<file path="config.mk">
export PLATFORM = sky130hd
export DESIGN_NAME = aes_round_ctrl
export DESIGN_NICKNAME = d
export VERILOG_FILES = /design/src/rtl/aes_round_ctrl.sv
export SDC_FILE = /design/constraint.sdc
export NUM_CORES = 1
export LEC_CHECK = 0
export ABC_AREA = 1
export CAP_MARGIN = 20
export CORE_ASPECT_RATIO = 1.5
export CORE_MARGIN = 2
export CORE_UTILIZATION = 48
export CTS_BUF_LIST = sky130_fd_sc_hd__clkbuf_4 sky130_fd_sc_hd__clkbuf_8 sky130_fd_sc_hd__clkbuf_16
export DETAILED_ROUTE_END_ITERATION = 8
export PLACE_DENSITY_LB_ADDON = 0.1
export RECOVER_POWER = 100
export SLEW_MARGIN = 20
export SYNTH_ARGS = -nofsm -noshare
export SYNTH_HDL_FRONTEND = slang
export SYNTH_SLANG_ARGS = --single-unit
export TNS_END_PERCENT = 1
</file>
<file path="constraint.sdc">
create_clock -name clk -period 1.8 [get_ports clk]
set_clock_uncertainty 0.15 [all_clocks]
set_input_delay 0.18 -clock clk [delete_from_list [all_inputs] [get_ports clk]]
set_output_delay 0.18 -clock clk [all_outputs]
set_load 0.02 [all_outputs]
</file>
<file path="src/rtl/aes_round_ctrl.sv">
// aes_round_ctrl -- round sequencer for the AES datapath.
// Sequences AES-128/AES-256 full encryption, single-round ops (AESENC,
// AESENCLAST) and key-gen assist through IDLE -> SBOX -> ROUND -> DONE.
// Ports:
//   clk, rst           rising-edge clock, async active-high reset
//   start_i            request, accepted only while ready_o=1
//   opcode_i           operation (aes_pkg::opcode)
//   key_len_i          2'b00=AES-128, 2'b10=AES-256, others illegal
//   abort_i            synchronous abort of the running operation
//   ready_o / busy_o   idle / working
//   rnd_o              current round index
//   zero_rnd_o, final_rnd_o, mix_en_o, key_sel_o   aes_enc controls
//   key_sub_o          S-box input select (1=key word, 0=state)
//   key_step_o         key_gen advances one round key
//   rot_en_o           key_gen applies RotWord+Rcon this step
//   rcon_o             current Rcon (registered)
//   cipher_ready_o, key_ready_o   one-cycle completion pulses
//   err_o              one-cycle pulse after an illegal request

package aes_pkg;
  typedef enum logic [2:0] {
    NOOP            = 3'd0,
    AESENC          = 3'd1,
    AESENCLAST      = 3'd2,
    AESKEYGENASSIST = 3'd3,
    AESENCFULL      = 3'd4
  } opcode;
endpackage

module aes_round_ctrl
  import aes_pkg::*;
#(
  parameter int unsigned RND_W     = 4,
  parameter int unsigned NR_MAX    = 14,
  parameter logic [7:0]  RCON_INIT = 8'h01
) (
  input  logic             clk,
  input  logic             rst,
  input  logic             start_i,
  input  opcode            opcode_i,
  input  logic [1:0]       key_len_i,
  input  logic             abort_i,
  output logic             ready_o,
  output logic             busy_o,
  output logic [RND_W-1:0] rnd_o,
  output logic             zero_rnd_o,
  output logic             final_rnd_o,
  output logic             mix_en_o,
  output logic             key_sel_o,
  output logic             key_sub_o,
  output logic             key_step_o,
  output logic             rot_en_o,
  output logic [7:0]       rcon_o,
  output logic             cipher_ready_o,
  output logic             key_ready_o,
  output logic             err_o
);

  typedef enum logic [1:0] {IDLE, SBOX, ROUND, DONE} state_t;

  state_t           state_q, state_d;
  logic [RND_W-1:0] rnd_q, rnd_d;
  logic [7:0]       rcon_q, rcon_d;
  opcode            op_q, op_d;
  logic [1:0]       klen_q, klen_d;
  logic             err_q, err_d;

  logic             klen_ok;
  logic             full_req;
  logic             accept;
  logic [RND_W-1:0] nr;
  logic             last_rnd;
  logic             even_ge2;
  logic [7:0]       rcon_next;

  // AES-256 is only legal when the counter range was sized for it.
  assign klen_ok  = (key_len_i == 2'b00) || ((key_len_i == 2'b10) && (NR_MAX >= 14));
  assign full_req = start_i && (opcode_i == AESENCFULL);
  // An illegal key length blocks the accept entirely; only err_o reacts.
  assign accept   = (state_q == IDLE) && start_i && (opcode_i != NOOP) &&
                    !(full_req && !klen_ok);
  assign err_d    = (state_q == IDLE) && full_req && !klen_ok;

  assign nr        = (klen_q == 2'b10) ? RND_W'(14) : RND_W'(10);
  assign last_rnd  = (rnd_q == nr);
  assign even_ge2  = !rnd_q[0] && (rnd_q >= RND_W'(2));
  assign rcon_next = rcon_q[7] ? ({rcon_q[6:0], 1'b0} ^ 8'h1b) : {rcon_q[6:0], 1'b0};

  always_ff @(posedge clk or posedge rst) begin
    if (rst) begin
      state_q <= IDLE;
      rnd_q   <= '0;
      rcon_q  <= RCON_INIT;
      op_q    <= NOOP;
      klen_q  <= '0;
      err_q   <= 1'b0;
    end else begin
      state_q <= state_d;
      rnd_q   <= rnd_d;
      rcon_q  <= rcon_d;
      op_q    <= op_d;
      klen_q  <= klen_d;
      err_q   <= err_d;
    end
  end

  always_comb begin
    state_d        = state_q;
    rnd_d          = rnd_q;
    rcon_d         = rcon_q;
    op_d           = op_q;
    klen_d         = klen_q;
    zero_rnd_o     = 1'b0;
    final_rnd_o    = 1'b0;
    mix_en_o       = 1'b0;
    key_sel_o      = 1'b0;
    key_sub_o      = 1'b0;
    key_step_o     = 1'b0;
    rot_en_o       = 1'b0;
    cipher_ready_o = 1'b0;
    key_ready_o    = 1'b0;

    case (state_q)
      IDLE: begin
        if (accept) begin
          op_d   = opcode_i;
          klen_d = key_len_i;
          rcon_d = RCON_INIT;
          rnd_d  = '0;
          case (opcode_i)
            AESENCFULL: begin
              // Initial AddRoundKey happens in the accept cycle itself.
              zero_rnd_o = 1'b1;
              key_sel_o  = 1'b1;
              key_sub_o  = 1'b1;
              rnd_d      = RND_W'(1);
              state_d    = SBOX;
            end
            AESKEYGENASSIST: begin
              key_sub_o = 1'b1;
              state_d   = ROUND;
            end
            default: state_d = SBOX;
          endcase
        end
      end

      SBOX: begin
        if (op_q == AESENCFULL) begin
          key_step_o = 1'b1;
          // AES-256 applies RotWord+Rcon only on every second key step.
          rot_en_o   = (klen_q == 2'b00) || even_ge2;
          if (rot_en_o) rcon_d = rcon_next;
        end
        state_d = ROUND;
      end

      ROUND: begin
        if (op_q == AESENCFULL) begin
          zero_rnd_o  = 1'b1;
          key_sub_o   = 1'b1;
          mix_en_o    = !last_rnd;
          final_rnd_o = last_rnd;
          if (last_rnd) begin
            state_d = DONE;
          end else begin
            rnd_d   = rnd_q + RND_W'(1);
            state_d = SBOX;
          end
        end else begin
          mix_en_o    = (op_q == AESENC);
          final_rnd_o = (op_q == AESENCLAST);
          state_d     = DONE;
        end
      end

      DONE: begin
        key_ready_o    = (op_q == AESKEYGENASSIST);
        cipher_ready_o = (op_q != AESKEYGENASSIST);
        rnd_d          = '0;
        state_d        = IDLE;
      end

      default: state_d = IDLE;
    endcase

    // Abort overrides sequencing only; outputs of the current cycle
    // (including a DONE pulse) stay as decoded above.
    if (abort_i && (state_q != IDLE)) begin
      state_d = IDLE;
      rnd_d   = '0;
      rcon_d  = RCON_INIT;
    end
  end

  assign ready_o = (state_q == IDLE);
  assign busy_o  = !ready_o;
  assign rnd_o   = rnd_q;
  assign rcon_o  = rcon_q;
  assign err_o   = err_q;

endmodule

</file>
== After elaboration in Yosys (flattened, before gate mapping) ==
Index checks and enable logic that the tools add are counted.

* Muxes and demuxes: 36
* Bitwise gates (word level): 1
* Order comparisons: 1
* Eq/ne operators: 18
* Reduce and logical (&&, ||, !) cells: 27
* Add/sub/neg operators: 1

{| class="wikitable"
|+ Operators by type and width
! operator !! count
|-
| $mux W8 || 4
|-
| $mux W1 || 16
|-
| $mux W4 || 4
|-
| $pmux W8 S2 || 1
|-
| $ne A3 B3 Y1 const B || 4
|-
| $pmux W4 S3 || 1
|-
| $mux W2 || 5
|-
| $eq A3 B2 Y1 const B || 3
|-
| $logic_and A1 B1 Y1 || 9
|-
| $eq A2 B2 Y1 const B || 4
|-
| $pmux W2 S4 || 1
|-
| $reduce_and A4 Y1 || 2
|-
| $eq A3 B3 Y1 const B || 2
|-
| $logic_not A2 Y1 || 3
|-
| $reduce_bool A3 Y1 || 2
|-
| $logic_not A1 Y1 || 5
|-
| $mux W5 || 1
|-
| $add A4 B1 Y4 const B || 1
|-
| $eq A4 B4 Y1 || 1
|-
| $ge A4 B2 Y1 const B || 1
|-
| $not A4 Y4 || 1
|-
| $pmux W1 S2 || 2
|-
| $reduce_bool A4 Y1 || 1
|-
| $eq A3 B1 Y1 const B || 1
|-
| 8 further kinds || 9
|}

* Flip-flop bits (word level): 20
* Bits of input ports: 9
* Word-level logic and storage cells: 90
* Output and inout port bits: 24

== Depth between registers and ports, before layout ==
* Depth in word-level cells: 9
* Gate-level depth with buffers: 11
* Depth with buffers taken out: 11

== Worst setup path after synthesis ==
No wires, ideal clock.

* Path kind: reg-to-output
* From: register state_q[0]
* To: output key_sub_o
* Path slack: -231 ps
* Path buffers: 1
* Arrival time: 1701 ps
* Cell stages (with the launch flop): 7
* Data required time: 1470 ps
* Path through: dfrtp_1 inv_1 ha_1 nand3_1 buf_2 o22ai_2 o21bai_1

* Word-level cells in the longest chain between the ends: 6
* Elaborated cells between the ends (all ways): 7
* Those cells by class: eq/ne (1); mux (2); reduce/logical (4)

{| class="wikitable"
|+ Ends and longest elaborated chain
! element !! RTL line !! text
|-
| start, declared || 61 || <nowiki>state_t state_q, state_d;</nowiki>
|-
| start signal, assigned || 98 || <nowiki>state_q <= state_d;</nowiki>
|-
| $logic_not A2 Y1 (*) || - ||
|-
| named net ready_o || 43 || <nowiki>output logic ready_o,</nowiki>
|-
| $logic_and A1 B1 Y1 (3 in a row) || 80 || <nowiki>assign accept = (state_q == IDLE) && start_i && (opcode_i != NOOP) &&</nowiki>
|-
| $mux W1 || 125 || <nowiki>if (accept) begin</nowiki>
|-
| $pmux W1 S2 (*) || 123 || <nowiki>case (state_q)</nowiki>
|-
| end, declared || 50 || <nowiki>output logic key_sub_o,</nowiki>
|}

The timed path passes the listed nets; every way through them passes the cells marked *.

== Worst setup path in the final report ==
* From: register op_q[0]
* To: output key_sub_o

* Word-level cells in the longest chain between the ends: 3

{| class="wikitable"
|+ Ends and longest elaborated chain
! element !! RTL line !! text
|-
| start, declared || 64 || <nowiki>opcode op_q, op_d;</nowiki>
|-
| start signal, assigned || 101 || <nowiki>op_q <= op_d;</nowiki>
|-
| $eq A3 B3 Y1 || 159 || <nowiki>if (op_q == AESENCFULL) begin</nowiki>
|-
| $mux W1 || 159 ||
|-
| $pmux W1 S2 || 123 ||
|}

No other way between the ends.

==> metrics.yaml <==
design.core.area_sq_um: 2477
cts_buffer_depth: 2
violations: "setup timing"
drv_cap: 0
finalCritPeriodShare_pct: 103.8
critical_path_required_ps: 1470
ff2ff_path_depth: 9
cp-startpoint: "op_q[0]"
outcome: "complete, but fails checks"
fin_hold_ws_ps: 308.8
finalSetupViolCount: 6
hold-path-cell-count: 2
die_area_sq_um: 3101
row_count: 22
dp_hpwl_microns: 2577
cp-end-kind: "primary output"
worst_setup_path_start_kind: "flop"
drtIter0Drc: 31
io_buffer_count: 32
io_pins: 33
cts_tree: "yes"
vias: 1405
synth-seq-cells: 20
worst_hold_path_type: "in2reg"
grt.overflow.total: 0
place.gp.congestion: 0.8673
yosysWarnings: 0
power_density_nw_per_um2: 1331
avgSynthCellArea_sq_um: 7.893
finalInstanceArea_sq_um: 1973
drc: 0
grtUsageTotal_pct: 26.12
grt_pass1_wl_microns: 5816
ant_nets: 0
start_util_pct: 51.62
nets: 252
relSlewSlack_pct: 23.74
syn_area_sq_um: 1279
dr.pass1.iters: 4
syn-num-nets: 177
area_growth_pct: 54.31
synth_edf_count: 0
fill_cells: 175
routedWlPerCell_microns: 13.25
layout_common_cells: "buf_4 (43), nand2_1 (40), dfrtp_1 (18), nor2_1 (15), clkdlybuf4s50_1 (11)"
p_total_uw: 2625
cts_buffers: 3
fmax_ghz: 0.5351
first_global_vias: 1372
die_h_microns: 67.22
yosysSeqAreaShare_pct: 39.24
htree_levels: 1
final-hold-violation-count: 0
grt_max_degree: 21
leakagePower_uw: 0.0009791
viasPerCell: 5.404
critical_path_class: "reg2out"
fp.dieW_microns: 46.14
peakVddDrop_uv: 914.6
antenna_found_initial: 0
layout-drive-gt1-share_pct: 36.86
cts_root_buf: "clkbuf_4"
cp.arrival_ps: 1540
clk_latency_ps: 310
r2r_slack_ps: -20
final_common_cell: "buf_4"
drt_wl_total_microns: 3444
fin_crit_ps: 1869
grt_setup_unrepaired: "true"
clkTransAtPathRegs_ps: 120
cts_sinks: 20
endpoint: "key_sub_o"
ys_types: 34
tightest_slew_ps: 1144
synth_cells: 162
antenna_cells: 0
slew_viol_final: 0
async_flop_share_pct: 100.0
cp_max_fo: 4
holdBufCountCts: 0
placed_cell_area_sq_um: 1883
reg2reg_from: "state_q[1]"
r2r-end: "rnd_o[2]"
fin_ws_ps: -68.93
ys.flop_type: "dfrtp_1"
metal layers:
| metal | global-route usage [%] | wire (microns) | vias up |
|---|---|---|---|
| met4 | 16.07 | 123 | 0 |
| met3 | 3.209 | 169 | 12 |
| met2 | 44.44 | 1819 | 48 |
| met5 | 0 | 0 | - |
| li1 | - | - | 682 |
| met1 | 29.70 | 1331 | 663 |
power by group:
part | total [uW] | switching, uW | internal (uW) | leakage, uW
Clock | 265 | 142 | 123 | 0.0000210
Combinational | 1700 | 988 | 717 | 0.000701
Sequential | 655 | 89.4 | 566 | 0.000257
kinds of logic (layout without fill, tap and decap cells):
logic type	Yosys count	count (layout)	share of synthesized area, %
flip-flops	20	20	39.24
AO/OA/AOI/OAI	28	28	13.99
buffers and inverters	20	94	6.165
adder cells (fa/ha/maj)	6	6	5.871
AND/OR/NAND/NOR	85	85	32.29
XOR/XNOR	1	1	0.6851
multiplexers	2	2	1.761
final cells by class:
type                            instances  area, sq um  share of cell area (%)
Sequential cell                        20        503.0                   25.49
Timing Repair Buffer                   71        551.8                   27.96
Multi-Input combinational cell        122        778.2                   39.44
Tap cell                               24        30.03                   1.522
Inverter                               19        73.82                   3.741
Clock buffer                            4        36.28                   1.839
critical path: stages (launching register included):
cell,delay (ps)
dfrtp_1,420
nor3_2,240
inv_2,120
o22ai_2,180
o21bai_2,140
buf_4,150
worst min path at each step:
stage                      endpoint         start  slack [ps]
final                     klen_q[1]  key_len_i[1]         310
after global placement    rcon_o[0]     rcon_o[0]         320
after floorplan               err_o           rst          -7
after global routing      klen_q[1]  key_len_i[1]         320
after CTS                 klen_q[0]           rst          30
after detailed placement    op_q[2]       op_q[2]         330
timing repair:
| item | in CTS | in global routing |
|---|---|---|
| endpoints found under the setup margin | 18 | 26 |
| pin swaps | 6 | 4 |
| setup buffers | 4 | 2 |
| gates resized for setup | 59 | 23 |
flip-flops by register name, summed over array words and instances (netlist names):
register,flops
err_o,1
state_q,2
klen_q,2
rcon_o,8
rnd_o,4
op_q,3
stage by stage:
stage | instances | setup WS [ps] | utilization, % | TNS [ps]
after floorplan | 162 | -80.53 | - | -80.53
after global placement | 250 | -378.3 | 76.01 | -1538
after detailed placement | 250 | -481.7 | 76.01 | -2559
after CTS | 258 | -106.3 | 78.99 | -635.1
after global routing | 260 | -183.5 | 79.65 | -2274
final | 260 | -68.93 | 79.65 | -209.6
cell usage after synthesis, types with 2 or more instances:
master    instances  area, sq um
inv_2             2        7.510
nand2_4           3        33.78
ha_1              6        75.07
nand4_1           2        12.51
dfrtp_1          19        475.5
o21ai_0           4        20.02
nor2_1           17        63.81
nand3b_1          4        30.03
o21ai_1           7        35.03
nand3_1          12        60.06
a21oi_1           7        35.03
a31oi_1           2        12.51
nand2_1          41        153.9
inv_1            16        60.06
No activity file was read; power rests on OpenSTA's default activity.
